<file path="src/rtl/int_ctrl.sv">
`default_nettype none
// ============================================================================
// Module  : int_ctrl
// Brief   : Edge-triggered, fixed-priority interrupt controller with a bus-
//           visible pending/enable/status/EOI register set.
// Revision: 1.0 - initial release
// ============================================================================
module int_ctrl #(
  parameter int NUM_IRQ = 8
) (
  input  logic               clk,
  input  logic               rst,
  input  logic [NUM_IRQ-1:0] irq,
  input  logic               imask,
  input  logic               int_ack,
  output logic               hwint,
  output logic [4:0]         int_id,
  input  logic               en,
  input  logic               rd,
  input  logic               wr,
  input  logic [1:0]         addr,
  input  logic [31:0]        data_in,
  output logic [31:0]        data_out
);

  localparam logic [1:0] ADDR_PENDING = 2'd0;
  localparam logic [1:0] ADDR_ENABLE  = 2'd1;
  localparam logic [1:0] ADDR_STATUS  = 2'd2;
  localparam logic [1:0] ADDR_EOI     = 2'd3;

  typedef enum logic [1:0] {
    IDLE    = 2'd0,
    REQUEST = 2'd1,
    SERVICE = 2'd2
  } state_t;

  state_t             state;
  logic [NUM_IRQ-1:0] irq_prev;
  logic [NUM_IRQ-1:0] pending;
  logic [NUM_IRQ-1:0] enable;

  logic [NUM_IRQ-1:0] irq_edge;
  logic [NUM_IRQ-1:0] bus_clr;
  logic [NUM_IRQ-1:0] ack_clr;
  logic [NUM_IRQ-1:0] id_onehot;
  logic [NUM_IRQ-1:0] pending_nxt;
  logic [NUM_IRQ-1:0] enable_nxt;
  logic [NUM_IRQ-1:0] candidate;
  logic [4:0]         win_idx;
  logic               wr_en;
  logic               rd_en;
  logic               eoi;
  logic               keep_req;
  logic [31:0]        pending_ext;
  logic [31:0]        enable_ext;
  logic [31:0]        rd_data;
  logic               unused_data_bits;

  assign unused_data_bits = ^data_in;

  always_comb begin
    wr_en    = en & wr;
    rd_en    = en & rd;
    eoi      = wr_en && (addr == ADDR_EOI);
    irq_edge = irq & ~irq_prev;

    id_onehot = '0;
    for (int i = 0; i < NUM_IRQ; i++) begin
      if (int_id == i[4:0]) id_onehot[i] = 1'b1;
    end

    bus_clr = '0;
    if (wr_en && (addr == ADDR_PENDING)) bus_clr = data_in[NUM_IRQ-1:0];
    ack_clr = (state == REQUEST && int_ack) ? id_onehot : '0;

    // Edges are ORed in last so a new edge beats any clear in the same cycle.
    pending_nxt = (pending & ~(bus_clr | ack_clr)) | irq_edge;
    enable_nxt  = (wr_en && (addr == ADDR_ENABLE)) ? data_in[NUM_IRQ-1:0] : enable;

    candidate = pending & enable;
    win_idx   = 5'd0;
    for (int i = NUM_IRQ - 1; i >= 0; i--) begin
      if (candidate[i]) win_idx = i[4:0];
    end

    // A request survives only if its source is still pending and enabled after
    // this cycle's bus writes and the global mask is open.
    keep_req = ~imask && |(pending_nxt & enable_nxt & id_onehot);

    pending_ext = '0;
    pending_ext[NUM_IRQ-1:0] = pending;
    enable_ext = '0;
    enable_ext[NUM_IRQ-1:0] = enable;

    case (addr)
      ADDR_PENDING: rd_data = pending_ext;
      ADDR_ENABLE:  rd_data = enable_ext;
      ADDR_STATUS:  rd_data = {(state == SERVICE), 26'd0, int_id};
      default:      rd_data = 32'd0;
    endcase
  end

  always_ff @(posedge clk or posedge rst) begin
    if (rst) begin
      state    <= IDLE;
      hwint    <= 1'b0;
      int_id   <= 5'd0;
      irq_prev <= '0;
      pending  <= '0;
      enable   <= '0;
      data_out <= 32'd0;
    end else begin
      irq_prev <= irq;
      pending  <= pending_nxt;
      enable   <= enable_nxt;
      if (rd_en) data_out <= rd_data;

      case (state)
        IDLE: begin
          if (|candidate && !imask) begin
            state  <= REQUEST;
            hwint  <= 1'b1;
            int_id <= win_idx;
          end
        end
        REQUEST: begin
          if (int_ack) begin
            state <= SERVICE;
            hwint <= 1'b0;
          end else if (!keep_req) begin
            state <= IDLE;
            hwint <= 1'b0;
          end
        end
        SERVICE: begin
          hwint <= 1'b0;
          if (eoi) state <= IDLE;
        end
        default: begin
          state <= IDLE;
          hwint <= 1'b0;
        end
      endcase
    end
  end

endmodule
`default_nettype wire

</file>
<file path="config.mk">
export PLATFORM = sky130hd
export DESIGN_NAME = int_ctrl
export DESIGN_NICKNAME = d
export VERILOG_FILES = /design/src/rtl/int_ctrl.sv
export SDC_FILE = /design/constraint.sdc
export NUM_CORES = 1
export LEC_CHECK = 0
export ABC_CLOCK_PERIOD_IN_PS = 4180
export CAP_MARGIN = 20
export CORE_MARGIN = 1
export CORE_UTILIZATION = 28
export CTS_BUF_LIST = sky130_fd_sc_hd__clkbuf_4
export DETAILED_ROUTE_END_ITERATION = 8
export SYNTH_ARGS = -nofsm -noshare
export SYNTH_HDL_FRONTEND = slang
export SYNTH_SLANG_ARGS = --single-unit
export TNS_END_PERCENT = 10
</file>
<file path="constraint.sdc">
create_clock -name clk -period 4.18 [get_ports clk]
set_clock_uncertainty 0.1 [all_clocks]
set_input_delay 0.627 -clock clk [delete_from_list [all_inputs] [get_ports clk]]
set_output_delay 0.627 -clock clk [all_outputs]
set_load 0.005 [all_outputs]
</file>
### Word level (Yosys, flattened, before mapping)

Index checks and enable logic that the tools add are counted.

* eq/ne operators: 15
* muxes and demuxes: 29
* bitwise gates (word level): 12
* reductions and logical operators: 15

Operators by type and width (count)
* $pmux 32 s3: 1
* $and 8x8->8: 5
* $mux 5: 7
* $mux 8: 3
* $eq 5x3->1 const B: 4
* $not 8->8: 2
* $or 8x8->8: 2
* $reduce_or 8->1: 2
* $mux 1: 11
* $eq 5x2->1 const B: 2
* $mux 2: 4
* $eq 2x2->1 const B: 3
* $logic_and 1x1->1: 6
* $pmux 2 s3: 1
* $eq 5x1->1 const B: 1
* $logic_not 5->1: 1
* $eq 2x1->1 const B: 2
* $logic_not 2->1: 2
* $ne 2x2->1 const B: 2
* $reduce_and 2->1: 2
* $mux 3: 1
* $ne 3x3->1 const B: 1
* $reduce_and 3->1: 1
* $and 1x1->1: 2
* other kinds (3): 3

* register bits after elaboration: 64
* input port bits: 49
* output and inout bits: 38
* word-level logic and storage cells: 78

### Depth between registers and ports, before layout

* depth in word-level cells: 14
* mapped depth: 8
* gate-level depth less buffers: 6

### Least setup slack after synthesis

Ideal clock, no wire load.

* path type: input to register
* start point: in addr[1]
* end point: reg state[0]
* setup time: 0.118 ns
* arrival time: 2.006 ns
* data required time: 3.962 ns
* slack: 1.956 ns
* cell stages on the path: 8
* path buffers: 2
* cell sequence: buf_6 > nand4bb_4 > buf_6 > o211a_1 > o2111a_1 > a311oi_1 > nand3_1 > a21o_1

* cells in the longest elaborated chain, start to end: 13

Ends and longest elaborated chain
* start, declared: line 21 `input logic [1:0] addr,`
* $logic_not 2->1: line 73 `if (wr_en && (addr == ADDR_PENDING)) bus_clr = data_in[NUM_IRQ-1:0];`
* $logic_and 1x1->1: line 73
* $mux 8: line 73
* $or 8x8->8: line 77 `pending_nxt = (pending & ~(bus_clr | ack_clr)) | irq_edge;`
* $not 8->8: line 77
* $and 8x8->8: line 77
* $or 8x8->8: line 77
* $and 8x8->8 (2 in a row): line 88 `keep_req = ~imask && |(pending_nxt & enable_nxt & id_onehot);`
* $reduce_or 8->1: line 88
* $logic_and 1x1->1: line 88
* $ne 3x3->1 (no line)
* $reduce_and 3->1 (no line) *
* end signal, assigned: line 105 `state <= IDLE;`
* end signal, assigned: line 121 `state <= REQUEST;`
* end signal, assigned: line 128 `state <= SERVICE;`
* end, declared: line 37 `state_t state;`

Every way passes the cells marked *; elsewhere a longest branch is shown, timed or not.
A chain may end at the register's enable or synchronous reset.

### Worst setup path in the final report

* start point: in addr[0]
* end point: reg hwint

* cells in the longest elaborated chain, start to end: 13

Ends and longest elaborated chain
* $logic_not 2->1: line 73
* $logic_and 1x1->1: line 73
* $mux 8: line 73
* $or 8x8->8: line 77
* $not 8->8: line 77
* $and 8x8->8: line 77
* $or 8x8->8: line 77
* $and 8x8->8 * (2 in a row): line 88
* $reduce_or 8->1 *: line 88
* $logic_and 1x1->1 *: line 88
* $ne 3x3->1 (no line) *
* $reduce_and 2->1 (no line) *
* end signal, assigned: line 106 `hwint <= 1'b0;`
* end signal, assigned: line 122 `hwint <= 1'b1;`
* end signal, assigned: line 129 `hwint <= 1'b0;`
* end, declared: line 16 `output logic hwint,`

Marked as above.

==> results_dict.tcl <==
set metrics [dict create \
    htreeDepth 2 \
    cts_tree "built" \
    outcome "finished clean" \
    top_level_ports 87 \
    dpl.hpwl_um 3570 \
    cts_inserted_buffers 5 \
    required_ps 4340 \
    gp_congestion 0.818 \
    fin_setup_tns_ps 0 \
    wl_um 4820 \
    use_met1_pct 17.4 \
    synthCells 219 \
    rows 31 \
    port_buffers 37 \
    start_util_pct 29.3 \
    critPathBufInv 1 \
    fill_cells 748 \
    netlist.area_leader.share_pct 45.5 \
    max_stage_delay_ps 860 \
    pwr-share-seq_pct 49.7 \
    postCtsSetupRepairBufs 0 \
    max_freq_mhz 335 \
    synth_area_um2 2150 \
    clockBufferDepth 2 \
    fin_worst_hold_slack_ps 354 \
    finalNonFillerCells 356 \
    yosysWarnings 0 \
    grt_pass1_vias 1537 \
    holdBufCountCts 0 \
    drt_iter0_drc 86 \
    worstHoldStart "irq_prev[5]" \
    dp.cells 349 \
    cellLeakagePower_nw 1.14 \
    path_cells "clkdlybuf4s50_1, nand4b_4, mux2i_1, a2111oi_0, a311oi_1, a41oi_1" \
    critPathKind "in -> reg" \
    area_growth_pct 19.1 \
    min_path_type "reg -> reg" \
    wl_per_cell_um 13.5 \
    placed_area_um2 2510 \
    async_reset_ff_share_pct 100 \
    critPathLaunch "addr[0]" \
    finalSetupViolCount 0 \
    synth-edff-count 0 \
    ys_ff_latch 39 \
    regArea_um2 976 \
    p_comb_share_pct 34.4 \
    worst_slew_pin_slew_ps 769 \
    ys.flop_type "dfrtp_1" \
    cp_top_family "compound AO/OA/AOI/OAI gates" \
    sw_frac_of_total_pct 37.2 \
    insertion_delay_ps 350 \
    rsz0062_at_grt "false" \
    r2r-start "state[1]" \
    final_nets 306 \
    grt_pass1_wl_um 7690 \
    seq_area_frac_synth_pct 45.5 \
    die_h_um 89.5 \
    slew-limit-headroom_pct 47.4 \
    vias 1655 \
    grtUsageMet2_pct 20.5 \
    antenna_found_initial 0 \
    intPower_uw 718 \
    critPathMaxFanout 13 \
    p_sw_uw 424 \
    yosysTopAreaCell "dfrtp_1" \
    crit_path_start_kind "input pin" \
    grt_overflow_total 0 \
    design.core.area_um2 7330 \
    drc_errors 0 \
    numClockSinks 39 \
    slowest_stage "clkdlybuf4s50_1" \
    vdd_drop_max_uv 129 \
    fin_area_um2 2550 \
    clk_pin_slew_ps 110 \
    ctsRootBufferMaster "clkbuf_4" \
    synth_area_leaders "dfrtp_1, buf_4, o21ai_0, mux2i_1, nand2_1" \
    hold_viol_final 0 \
    crit_path_end_kind "register" \
    p_per_area_nw_per_um2 447 \
    busiest_layer "met2" \
    drtPass1Iterations 4 \
    cp.arrival_ps 3140 \
    drv_slew 0 \
    die_x_um 89.5 \
    postSynthAreaPerCell_um2 9.80 \
    drive_gt1_share_pct 6.61 \
    finish.utilization_pct 34.9 \
    ctsResizeCount 0 \
    grt_max_degree 40 \
    multi_input_area_um2 971 \
    cap_violations 0 \
    vias_per_cell 4.65 \
    ys_types 46 \
    antennaDiodeCount 0 \
    layout_commonest_cell "dfrtp_1" \
    dieArea_um2 8020 \
    most-common-layout-cells "dfrtp_1, clkdlybuf4s50_1, o21ai_0, conb_1, nand2_1" \
    grt_usage_pct 13.1 \
    final_antenna_net_count 0 \
    use_met3_pct 3.05 \
    pwr-share-clk_pct 15.9 \
    post-route-period-util_pct 71.3 \
    min_period_ps 2980 \
]
[path summary, 6_finish.rpt]
path | slack, ps | to | cells after the start
max in group asynchronous | 3030 | irq_prev[0] | 3
max reg2reg | 1800 | hwint | 5
min reg2reg | 350 | pending[5] | 1
min | 350 | pending[5] | 1
min in group asynchronous | 580 | data_out[3] | 3
max | 1200 | hwint | 6
[logic make-up (layout without fill, tap and decap cells)]
family | Yosys count | count (layout) | share of synthesized area (%)
AOI/OAI and AO/OA | 57 | 57 | 16.9
DFF | 39 | 39 | 45.5
other | 1 | 25 | 0.175
muxes | 15 | 15 | 7.46
and+or+nand+nor | 60 | 60 | 16.5
buffers and inverters | 47 | 61 | 13.5
[metal layers]
metal,vias to the layer above,wire length (um)
li1,797,-
met1,802,2360
met2,49,2200
met3,7,204
met4,0,66
met5,-,0
[metrics by stage]
step | setup WS [ps] | power [mW]
after global placement | 915 | 0.957
after global routing | 1040 | 1.23
after floorplan | 1960 | 0.802
after detailed placement | 886 | 0.965
after CTS | 1250 | 1.15
final | 1200 | 1.14
[power by group through the flow]
stage	registers, mW	logic, mW	clock network [mW]
6_report	0.568	0.393	0.181
3_3_place_gp	0.571	0.386	0
2_1_floorplan	0.526	0.277	0
5_1_grt	0.583	0.445	0.201
3_5_place_dp	0.573	0.392	0
4_1_cts	0.567	0.396	0.188
[worst register-to-register path: cells and delay by family, from the launching register on]
| kind | cells | cell delay, ps |
|---|---|---|
| compound gates | 4 | 1330 |
| flops | 1 | 480 |
| simple gates | 1 | 380 |
[registers in the layout, indices dropped and copies added, names as in the netlist]
register  flops
hwint         1
int_id        3
enable        8
state         2
pending       8
data_out      9
irq_prev      8
[synth_stat cells (2+ instances only)]
| library cell | count |
|---|---|
| a22oi_1 | 3 |
| clkbuf_1 | 2 |
| inv_1 | 16 |
| nand3b_1 | 2 |
| o22ai_1 | 3 |
| nand2b_1 | 6 |
| nor3b_1 | 3 |
| o21ai_0 | 25 |
| nor2_1 | 8 |
| o21a_1 | 2 |
| buf_6 | 2 |
| buf_4 | 26 |
| and2_1 | 2 |
| o211ai_1 | 2 |
| o221ai_1 | 2 |
| a21oi_1 | 8 |
| nor3_1 | 6 |
| a2111oi_0 | 2 |
| nand2_1 | 21 |
| dfrtp_1 | 39 |
| a32oi_1 | 2 |
| mux2i_1 | 10 |
| mux2_2 | 4 |
[final cells by class]
class | instances | area share [%]
inverter | 16 | 2.35
clock buffer | 5 | 1.47
sequential | 39 | 38.2
timing repair buffer | 38 | 14.8
tap | 99 | 4.85
clock inverter | 2 | 0.343
multi-input combinational | 157 | 38.0
No activity file was read; power rests on OpenSTA's default activity.
